[src/rtl/comparison_pkg.sv]
// Shared types for the sign-magnitude compare unit: op modes, FSM states, status bit indices.
package comparison_pkg;

  typedef enum logic [2:0] {
    CMP_LT  = 3'd0,
    CMP_LE  = 3'd1,
    CMP_EQ  = 3'd2,
    CMP_GT  = 3'd3,
    CMP_GE  = 3'd4,
    CMP_MIN = 3'd5,
    CMP_MAX = 3'd6,
    CMP_ACC = 3'd7
  } cmp_mode_e;

  typedef enum logic [1:0] {
    S_IDLE = 2'd0,
    S_CALC = 2'd1,
    S_DONE = 2'd2
  } cmp_state_e;

  localparam int ST_EQ = 0;
  localparam int ST_LT = 1;
  localparam int ST_GT = 2;
  localparam int ST_NZ = 3;

endpackage

[src/rtl/sm_compare.sv]
// Combinational sign-magnitude compare; +0 and -0 are equal, nz flags any -0 operand.
module sm_compare #(
  parameter int M = 8
) (
  input  logic [M-1:0] a,
  input  logic [M-1:0] b,
  output logic         eq,
  output logic         lt,
  output logic         gt,
  output logic         nz
);

  logic         a_z, b_z;
  logic [M-2:0] am, bm;

  assign am  = a[M-2:0];
  assign bm  = b[M-2:0];
  assign a_z = ~|am;
  assign b_z = ~|bm;
  assign nz  = (a[M-1] & a_z) | (b[M-1] & b_z);

  always_comb begin
    eq = 1'b0;
    lt = 1'b0;
    gt = 1'b0;
    if (a_z && b_z) begin
      eq = 1'b1;
    end else if (a[M-1] != b[M-1]) begin
      lt = a[M-1];
      gt = b[M-1];
    end else if (am == bm) begin
      eq = 1'b1;
    end else if (!a[M-1]) begin
      lt = am < bm;
      gt = am > bm;
    end else begin
      // both negative: larger magnitude is the smaller value
      lt = am > bm;
      gt = am < bm;
    end
  end

endmodule

[src/rtl/comparison_seq.sv]
// Registered handshaked sign-magnitude comparator with relational, min/max and running-max modes.
module comparison_seq
  import comparison_pkg::*;
#(
  parameter int M = 8,
  parameter int K = 8
) (
  input  logic         i_clk,
  input  logic         i_rsn,
  input  logic         i_valid,
  output logic         o_ready,
  input  logic [M-1:0] i_arg_A,
  input  logic [M-1:0] i_arg_B,
  input  logic [2:0]   i_mode,
  input  logic         i_acc_clr,
  output logic         o_valid,
  input  logic         i_ready,
  output logic [K-1:0] cache_result,
  output logic [3:0]   cache_status
);

  if (K < M) begin : g_bad_k
    $error("comparison_seq: K must be >= M");
  end

  cmp_state_e   state, state_nxt;
  cmp_mode_e    mode_q;
  logic [M-1:0] a_q, b_q, acc;
  logic         acc_empty;

  logic         ab_eq, ab_lt, ab_gt, ab_nz;
  logic         ac_eq, ac_lt, ac_gt, ac_nz;
  logic [K-1:0] res_d;
  logic [3:0]   st_d;
  logic [M-1:0] acc_d;

  // -0 collapses to +0 so stored/returned operands have one zero encoding
  function automatic logic [M-1:0] norm(input logic [M-1:0] v);
    return {v[M-1] & |v[M-2:0], v[M-2:0]};
  endfunction

  function automatic logic [K-1:0] to_res(input logic [M-1:0] v);
    logic [K-1:0] r;
    r        = '0;
    r[M-2:0] = v[M-2:0];
    r[K-1]   = v[M-1] & |v[M-2:0];
    return r;
  endfunction

  function automatic logic [K-1:0] bool_res(input logic b);
    return {{(K-1){1'b0}}, b};
  endfunction

  sm_compare #(.M(M)) u_cmp_ab (
    .a(a_q), .b(b_q), .eq(ab_eq), .lt(ab_lt), .gt(ab_gt), .nz(ab_nz)
  );

  // acc is always normalised, so ac_nz reflects only A being -0
  sm_compare #(.M(M)) u_cmp_acc (
    .a(a_q), .b(acc), .eq(ac_eq), .lt(ac_lt), .gt(ac_gt), .nz(ac_nz)
  );

  assign o_ready = (state == S_IDLE);
  assign o_valid = (state == S_DONE);

  always_ff @(posedge i_clk or negedge i_rsn) begin
    if (!i_rsn) state <= S_IDLE;
    else        state <= state_nxt;
  end

  always_comb begin
    state_nxt = state;
    case (state)
      S_IDLE:  if (i_valid) state_nxt = S_CALC;
      S_CALC:  state_nxt = S_DONE;
      S_DONE:  if (i_ready) state_nxt = S_IDLE;
      default: state_nxt = S_IDLE;
    endcase
  end

  always_comb begin
    res_d = '0;
    st_d  = '0;
    acc_d = acc;
    st_d[ST_EQ] = ab_eq;
    st_d[ST_LT] = ab_lt;
    st_d[ST_GT] = ab_gt;
    st_d[ST_NZ] = ab_nz;
    case (mode_q)
      CMP_LT:  res_d = bool_res(ab_lt);
      CMP_LE:  res_d = bool_res(ab_lt | ab_eq);
      CMP_EQ:  res_d = bool_res(ab_eq);
      CMP_GT:  res_d = bool_res(ab_gt);
      CMP_GE:  res_d = bool_res(ab_gt | ab_eq);
      CMP_MIN: res_d = to_res(ab_gt ? b_q : a_q);
      CMP_MAX: res_d = to_res(ab_lt ? b_q : a_q);
      CMP_ACC: begin
        if (acc_empty || ac_gt) acc_d = norm(a_q);
        res_d       = to_res(acc_d);
        st_d[ST_EQ] = ac_eq & ~acc_empty;
        st_d[ST_LT] = ac_lt & ~acc_empty;
        st_d[ST_GT] = ac_gt & ~acc_empty;
        st_d[ST_NZ] = ac_nz;
      end
      default: res_d = '0;
    endcase
  end

  always_ff @(posedge i_clk or negedge i_rsn) begin
    if (!i_rsn) begin
      a_q          <= '0;
      b_q          <= '0;
      mode_q       <= CMP_LT;
      acc          <= '0;
      acc_empty    <= 1'b1;
      cache_result <= '0;
      cache_status <= '0;
    end else begin
      case (state)
        S_IDLE: begin
          // a clear on the accept edge lands before the op reaches CALC
          if (i_acc_clr) begin
            acc       <= '0;
            acc_empty <= 1'b1;
          end
          if (i_valid) begin
            a_q    <= i_arg_A;
            b_q    <= i_arg_B;
            mode_q <= cmp_mode_e'(i_mode);
          end
        end
        S_CALC: begin
          cache_result <= res_d;
          cache_status <= st_d;
          if (mode_q == CMP_ACC) begin
            acc       <= acc_d;
            acc_empty <= 1'b0;
          end
        end
        default: ;
      endcase
    end
  end

endmodule
[config.mk]
export PLATFORM = sky130hd
export DESIGN_NAME = comparison_seq
export DESIGN_NICKNAME = d
export VERILOG_FILES = /design/src/rtl/comparison_pkg.sv /design/src/rtl/sm_compare.sv /design/src/rtl/comparison_seq.sv
export SDC_FILE = /design/constraint.sdc
export NUM_CORES = 1
export LEC_CHECK = 0
export CAP_MARGIN = 5
export CORE_MARGIN = 2
export CORE_UTILIZATION = 45
export CTS_CLUSTER_SIZE = 40
export DETAILED_ROUTE_END_ITERATION = 8
export MAX_ROUTING_LAYER = met4
export PLACE_DENSITY = 0.75
export SYNTH_ARGS = -nofsm -noshare
export SYNTH_HDL_FRONTEND = slang
export SYNTH_SLANG_ARGS = --single-unit
[constraint.sdc]
create_clock -name i_clk -period 7.28 [get_ports i_clk]
set_input_delay 1.82 -clock i_clk [delete_from_list [all_inputs] [get_ports i_clk]]
set_output_delay 1.82 -clock i_clk [all_outputs]
set_load 0.03 [all_outputs]
-- Word-level counts from Yosys, hierarchy flattened
Cells that the tools add are included.
- register bits: 42
- output and inout port bits: 14
- logic and storage cells: 99
- input port bits: 24
- multiplexer cells: 37
- bitwise operators: 15
- reduce and logical (&&, ||, !) cells: 18
- magnitude comparators: 4
- eq/ne operators: 17
- operators with widths (operator ; number):
    $pmux 8 s8 ; 1
    $mux 8 ; 6
    $reduce_or 7->1 ; 6
    $mux 1 ; 24
    $pmux 8 s2 ; 1
    $eq 7x7->1 ; 2
    $gt 7x7->1 ; 2
    $lt 7x7->1 ; 2
    $eq 3x3->1 const B ; 4
    $and 1x1->1 ; 10
    $eq 3x2->1 const B ; 2
    $pmux 2 s3 ; 1
    $mux 2 ; 2
    $mux 4 ; 1
    $ne 2x1->1 const B ; 2
    $ne 2x2->1 const B ; 2
    $or 1x1->1 ; 4
    $reduce_and 2->1 ; 2
    $eq 3x1->1 const B ; 1
    $logic_not 1->1 ; 3
    $logic_not 3->1 ; 1
    $reduce_and 3->1 ; 1
    $eq 2x1->1 const B ; 1
    $eq 2x2->1 const B ; 1
    other kinds (7) ; 9

-- Longest topological paths before layout
Gate-level depths: netlist (run 1).
- depth in word-level cells: 11
- gate-level depth with buffers: 10
- gate-level depth less buffers: 9

-- Cells and area by module
A second synthesis (run 1) with hierarchy kept.
- cell total of the unflattened synthesis: 288
- area total of the unflattened synthesis: 2578.7 sq um
- by module, submodules not included (module ; instances ; area each (sq um) ; cells an instance):
    comparison_seq ; 1 ; 2038.2 ; 210
    sm_compare ; 2 ; 270.3 ; 39

-- Worst setup path before layout (run 1)
No wires, ideal clock.
- kind: input to register
- start: in i_valid
- end: reg a_q[1]
- library setup time: 0.125 ns
- stages on the path: 3
- arrival time: 2.644 ns
- setup slack: 4.511 ns
- cell sequence: and2_1 clkbuf_1 mux2_2
- cells in the longest elaborated chain, start to end: 1
- RTL lines (item ; RTL line ; text):
    start: declaration ; comparison_seq.sv:10 ; input logic i_valid,
    $reduce_and 2->1 (no source line) ; -- ;
    end signal: assignment ; comparison_seq.sv:127 ; a_q <= i_arg_A;
    end: declaration ; comparison_seq.sv:28 ; logic [M-1:0] a_q, b_q, acc;
No other way between the ends.
A chain may end at the register's enable or synchronous reset.

-- Worst setup path in the final report (run 1)
- start: reg state[0]
- end: out o_ready
- cells in the longest elaborated chain, start to end: 1
- RTL lines (item ; RTL line ; text):
    start: declaration ; comparison_seq.sv:26 ; cmp_state_e state, state_nxt;
    start signal: assignment ; comparison_seq.sv:68 ; else state <= state_nxt;
    $logic_not 2->1 ; comparison_seq.sv:63 ; assign o_ready = (state == S_IDLE);
    end: declaration ; comparison_seq.sv:11 ; output logic o_ready,
No other way between the ends.

==> impl_metrics.tcl, run 1 <==
set metrics [dict create \
    run_status "complete, no violations" \
    final.setup_skew_ns 0.00794 \
    holdPathEnd "cache_status[2]$_DFFE_PN0P_" \
    worstHoldPathCells 2 \
    layout.cells.non_filler 395 \
    groute.usage.overall 0.222 \
    synth_edf_count 0 \
    drt_drc_violations_left 0 \
    avgRoutedWirePerCell_um 16.4 \
    io_pins 38 \
    cts-buffers-inserted 5 \
    seq_area_frac_synth 0.403 \
    floorplan.die.width_um 80.2 \
    wirelength_um 6460 \
    powerDensity_nw_per_um2 469 \
    synthToLayoutAreaGrowth_pct 19.4 \
    crit_fanout 4 \
    rsz0062_at_grt "no" \
    synth_fp_nets 326 \
    portion_of_the_clock_cycle_consumed_by_the_worst_path_in_the_final_layout 0.473 \
    portBuffers 37 \
    crit_path_max_incr_delay_ns 0.70 \
    rows 27 \
    synthFlopType "sky130_fd_sc_hd__dfrtp_1" \
    max-cap-violations 0 \
    timing.setup.critical_path_class "register to output pin" \
    clk_pin_slew_ns 0.09 \
    nNetsFinal 360 \
    detailed_router_s_first_iteration_violation_count 180 \
    power_leakage_nw 1.28 \
    final.setup.tns_ns 0 \
    worstPathRequired_ns 5.46 \
    synthesized_instance_count 288 \
    slew_headroom 0.384 \
    hold_start "cache_status[2]$_DFFE_PN0P_" \
    post-cts-setup-buffers 0 \
    startpoint_type "register" \
    cts_hold_buf 0 \
    clock_tree.htree_level_count 2 \
    nFillCells 509 \
    min-delay-path-class "register to register" \
    initial_utilization 0.472 \
    timing.critical_path.cells "nor2_1 -> clkdlybuf4s50_1" \
    worst_setup_path_end_kind "output pin" \
    dieArea_um2 6430 \
    crit_slowest_cell "sky130_fd_sc_hd__clkdlybuf4s50_1" \
    timing.reg2reg.worst_path_depth 8 \
    floorplan.core_area_um2 5540 \
    firstDrtPassIters 5 \
    layout_commonest_cell "sky130_fd_sc_hd__nand2_1" \
    postSynthRegisterBits 42 \
    gp_routability_congestion 0.881 \
    die_height_um 80.2 \
    period_minus_slack_ns 3.45 \
    arrival_ns 1.63 \
    post_synthesis_average_cell_area_um2 9.07 \
    number_of_antenna_diodes 0 \
    layout_common_cells "48 x sky130_fd_sc_hd__nand2_1, 41 x sky130_fd_sc_hd__dfrtp_1, 36 x sky130_fd_sc_hd__clkdlybuf4s50_1" \
    r2r_slack_ns 4.64 \
    setup_viol 0 \
    dp_cells 387 \
    synth.cell_area_um2 2610 \
    worstSkewPairLatency_ns 0.31 \
    grt_first_pass_wirelength_um 10700 \
    rr_endpoint "cache_result[1]$_DFFE_PN0P_" \
    fin_hold_ws_ns 0.485 \
    cts_max_path_buffers 2 \
    cts_sinks 42 \
    leftover_overflow_at_the_end_of_global_routing 0 \
    ir_worst_vdd_mv 0.238 \
    antenna_found_initial 0 \
    drive_gt1_frac 0.0929 \
    resized_cells_post_cts 0 \
    worstMarginPinSlew_ns 0.924 \
    finalMaxSlewViolations 0 \
    hpwl_um 4780 \
    grt_start_max_net_pins 43 \
    r2r_start "a_q[2]$_DFFE_PN0P_" \
    synthesis.yosys.warnings 0 \
    max_freq_ghz 0.290 \
    final_hold_viol_count 0 \
    first_global_vias 2166 \
    yosysUniqueCellTypes 52 \
    routed_via_density 5.82 \
    routed-via-count 2298 \
    cts.root.buffer_cell "sky130_fd_sc_hd__clkbuf_8" \
    route.antenna.remaining_nets 0 \
    tritoncts "done" \
    synth_async_sr_flop_share 1.00 \
]
-- per-stage QoR --
stage               utilization  power (W)  cell area [um^2]  worst slack, ns
finish                    0.563    0.00146              3120             3.83
global route              0.563    0.00157              3120             3.72
CTS                       0.563    0.00146              3120             3.83
detailed placement        0.546    0.00129              3030             3.74
global placement          0.546    0.00126              3030             3.75
floorplan                     -    0.00106              2610             4.51
-- state kept, by name (all words and copies together) (netlist names) --
| register | count |
|---|---|
| b_q | 8 |
| mode_q | 3 |
| cache_status | 4 |
| acc | 8 |
| cache_result | 8 |
| acc_empty | 1 |
| state | 2 |
| a_q | 8 |
-- final cells by class --
| type | count | area (um^2) | share of cell area |
|---|---|---|---|
| clock buffer | 5 | 68.8 | 0.0221 |
| clock inverter | 3 | 25.0 | 0.00802 |
| inverter | 18 | 67.6 | 0.0217 |
| multi-input combinational | 217 | 1440 | 0.462 |
| sequential | 42 | 1050 | 0.337 |
| tap | 72 | 90.1 | 0.0289 |
| timing repair buffer | 38 | 373 | 0.120 |
-- Yosys cell counts, drive strengths merged, types with 2 or more instances --
master	number	area, um^2
a21o	3	22.5
nor3	5	25.0
nand2b	2	12.5
inv	18	67.6
o211ai	5	37.5
nand2	48	180
and2	4	25.0
nand4	4	31.3
o21ai	31	155
or4	3	26.3
nand3b	3	22.5
o41ai	2	17.5
mux2i	7	70.1
dfrtp	41	1030
o21a	3	22.5
mux2	10	113
buf	2	16.3
a2bb2oi	2	17.5
a221oi	6	52.6
or3	4	25.0
nor2b	5	31.3
and3	2	12.5
nand3	7	35.0
a21oi	16	83.8
a31oi	3	33.8
clkbuf	9	33.8
ha	14	175
nor2	12	45.0
nor4	3	55.1
-- worst max-delay path, delay by kind of cell, from the launching register on --
family	cells	cell delay (ns)
flip-flops	1	0.42
AND/OR/NAND/NOR	1	0.20
buffers and inverters	1	0.70
-- cell families after synthesis --
family	after synthesis	synth area share
muxes	17	0.0699
DFF	42	0.403
buffers and inverters	29	0.0450
and+or+nand+nor	105	0.213
adders and majority gates	14	0.0671
AOI/OAI and AO/OA	81	0.203
-- worst max path at each step --
stage,cells after the start,to,start
6_report,2,o_ready,state[0]$_DFFE_PN0P_
5_1_grt,2,o_ready,state[0]$_DFFE_PN0P_
4_1_cts,2,o_ready,state[0]$_DFFE_PN0P_
3_5_place_dp,3,a_q[6]$_DFFE_PN0P_,i_valid
3_3_place_gp,3,mode_q[2]$_DFFE_PN0P_,i_valid
2_1_floorplan,3,a_q[1]$_DFFE_PN0P_,i_valid
-- report_power, final --
group | internal (W) | total (W) | switching, W
registers | 0.000331 | 0.000478 | 0.000147
logic | 0.000353 | 0.000821 | 0.000467
clock network | 0.0000693 | 0.000163 | 0.0000934
total | 0.000754 | 0.00146 | 0.000708
-- layer usage --
layer | vias to the layer above | wire length [um] | global-route usage
met5 | - | 0 | -
met4 | 0 | 48 | 0.0695
met3 | 5 | 319 | 0.0404
met2 | 71 | 3200 | 0.350
met1 | 1114 | 2890 | 0.294
li1 | 1108 | - | -
No activity file was read; power rests on OpenSTA's default activity.
==> run 2: changes to the inputs <==
==> constraint.sdc (replaced) <==
create_clock -name i_clk -period 3.5 [get_ports i_clk]
set_input_delay 0.875 -clock i_clk [delete_from_list [all_inputs] [get_ports i_clk]]
set_output_delay 0.875 -clock i_clk [all_outputs]
set_load 0.03 [all_outputs]
==> run 2 against run 1 <==
Sequential cell count stayed put. Die area unchanged. Worst hold slack worse by 0.0021 ns.
==> impl_metrics.tcl, run 2 (synthesis gave the netlist of run 1 again) <==
set metrics [dict create \
    post-route-cell-area_um2 3180 \
    firstDrtPassIters 5 \
    initial_utilization 0.472 \
    grt_first_pass_wirelength_um 10600 \
    leftover_overflow_at_the_end_of_global_routing 0 \
    portion_of_the_clock_cycle_consumed_by_the_worst_path_in_the_final_layout 0.736 \
    power_leakage_nw 1.31 \
    utilization 0.575 \
    io_pins 38 \
    finalMaxSlewViolations 0 \
    clk_pin_slew_ns 0.08 \
    p_clk_frac 0.152 \
    nNetsFinal 362 \
    switching_power_w 0.00145 \
    r2r_start "a_q[6]$_DFFE_PN0P_" \
    post-cts-setup-buffers 0 \
    slew_headroom 0.376 \
    cts.root.buffer_cell "sky130_fd_sc_hd__clkbuf_8" \
    final.setup_skew_ns 0.00620 \
    drive_gt1_frac 0.0985 \
    cts_hold_buf 0 \
    antenna_found_initial 0 \
    number_of_antenna_diodes 0 \
    nFillCells 509 \
    final_hold_viol_count 0 \
    max-cap-violations 0 \
    route.antenna.remaining_nets 0 \
    setup_viol 0 \
    run_status "complete, no violations" \
    min-delay-path-class "register to register" \
    synthToLayoutAreaGrowth_pct 21.8 \
    hold_start "cache_status[2]$_DFFE_PN0P_" \
    grt_start_max_net_pins 43 \
    hpwl_um 4700 \
    first_global_vias 2083 \
    swShare 0.455 \
    fin_total_pwr_w 0.00318 \
    worstMarginPinSlew_ns 0.936 \
    ir_worst_vdd_mv 0.445 \
    worstPathRequired_ns 3.74 \
    cts_sinks 42 \
    max_freq_ghz 0.388 \
    rsz0062_at_grt "no" \
    final.setup.tns_ns 0 \
    tritoncts "done" \
    period_minus_slack_ns 2.58 \
    clock_tree.htree_level_count 2 \
    layout_commonest_cell "sky130_fd_sc_hd__nand2_1" \
    worst_setup_path_end_kind "register" \
    routed-via-count 2302 \
    cts-buffers-inserted 5 \
    layout_common_cells "48 x sky130_fd_sc_hd__nand2_1, 41 x sky130_fd_sc_hd__dfrtp_1, 36 x sky130_fd_sc_hd__clkdlybuf4s50_1" \
    floorplan.die.width_um 80.2 \
    portBuffers 37 \
    powerDensity_nw_per_um2 999 \
    crit_fanout 14 \
    worstSkewPairLatency_ns 0.31 \
    avgRoutedWirePerCell_um 16.2 \
    detailed_router_s_first_iteration_violation_count 242 \
    resized_cells_post_cts 0 \
    fin_hold_ws_ns 0.483 \
    cts_max_path_buffers 2 \
    rows 27 \
    startpoint_type "register" \
    crit_path_start "a_q[6]$_DFFE_PN0P_" \
    dieArea_um2 6430 \
    combinationalPowerShare 0.535 \
    groute.usage.overall 0.225 \
    die_height_um 80.2 \
    gp_routability_congestion 0.906 \
    timing.setup.critical_path_class "register to register" \
    drt_drc_violations_left 0 \
    place_area_um2 3040 \
    routed_via_density 5.80 \
    p_int_w 0.00173 \
    arrival_ns 2.81 \
    floorplan.core_area_um2 5540 \
    power_frac_seq 0.313 \
    wirelength_um 6440 \
]
-- run 2: cell count changes in the layout (fill, tap and decap cells not counted), sizes merged --
cell | before | now
buf | 2 | 4
bufinv | 0 | 2
clkbuf | 5 | 6
clkinv | 1 | 0
clkinvlp | 1 | 0
inv | 19 | 18
-- run 2: final timing paths --
path                                                to  slack (ns)  depth (start not counted)
max                                 acc[7]$_DFFE_PN0P_        0.92                          8
min                        cache_status[2]$_DFFE_PN0P_        0.48                          2
max reg2reg                         acc[7]$_DFFE_PN0P_        0.92                          8
min reg2reg                cache_status[2]$_DFFE_PN0P_        0.48                          2
max in group asynchronous  cache_result[0]$_DFFE_PN0P_        2.21                          1
min in group asynchronous         state[1]$_DFFE_PN0P_        0.71                          1
-- run 2: area by class of cell --
| class | count | area, um^2 | share of cell area |
|---|---|---|---|
| Multi-Input combinational cell | 217 | 1440 | 0.453 |
| Sequential cell | 42 | 1050 | 0.331 |
| Timing Repair Buffer | 40 | 388 | 0.122 |
| Tap cell | 72 | 90.1 | 0.0283 |
| Clock buffer | 6 | 82.6 | 0.0259 |
| Inverter | 18 | 67.6 | 0.0212 |
| Clock inverter | 2 | 60.1 | 0.0189 |
-- run 2: critical path, cell delays in order, from the launching register on --
cell and delay (ns):
sky130_fd_sc_hd__dfrtp_1 0.48, sky130_fd_sc_hd__ha_1 0.36, sky130_fd_sc_hd__nand4_1 0.22, sky130_fd_sc_hd__a21o_1 0.24
sky130_fd_sc_hd__nand3b_1 0.14, sky130_fd_sc_hd__a31oi_4 0.14, sky130_fd_sc_hd__nor2_1 0.67, sky130_fd_sc_hd__nand3_1 0.14
sky130_fd_sc_hd__o21ai_1 0.10
-- run 2: routing by layer --
layer,part of all wire,vias up,global-route usage
met2,0.46,91,0.342
li1,-,1116,-
met4,0.013,0,0.0661
met1,0.46,1087,0.306
met3,0.063,8,0.0461
met5,0,-,-
-- run 2: per-stage QoR --
step	instances	setup slack [ns]
final	397	0.925
after global routing	397	0.702
after CTS	397	0.950
after detailed placement	389	0.966
after global placement	389	0.952
after floorplan	288	1.08
-- run 2: power by group through the flow --
| stage | clock network [W] | logic (W) | registers (W) |
|---|---|---|---|
| after CTS | 0.000489 | 0.00170 | 0.000988 |
| after global routing | 0.000509 | 0.00188 | 0.00103 |
| after global placement | 0 | 0.00167 | 0.000984 |
| after floorplan | 0 | 0.00121 | 0.000988 |
| after detailed placement | 0 | 0.00169 | 0.000997 |
| final | 0.000484 | 0.00170 | 0.000994 |
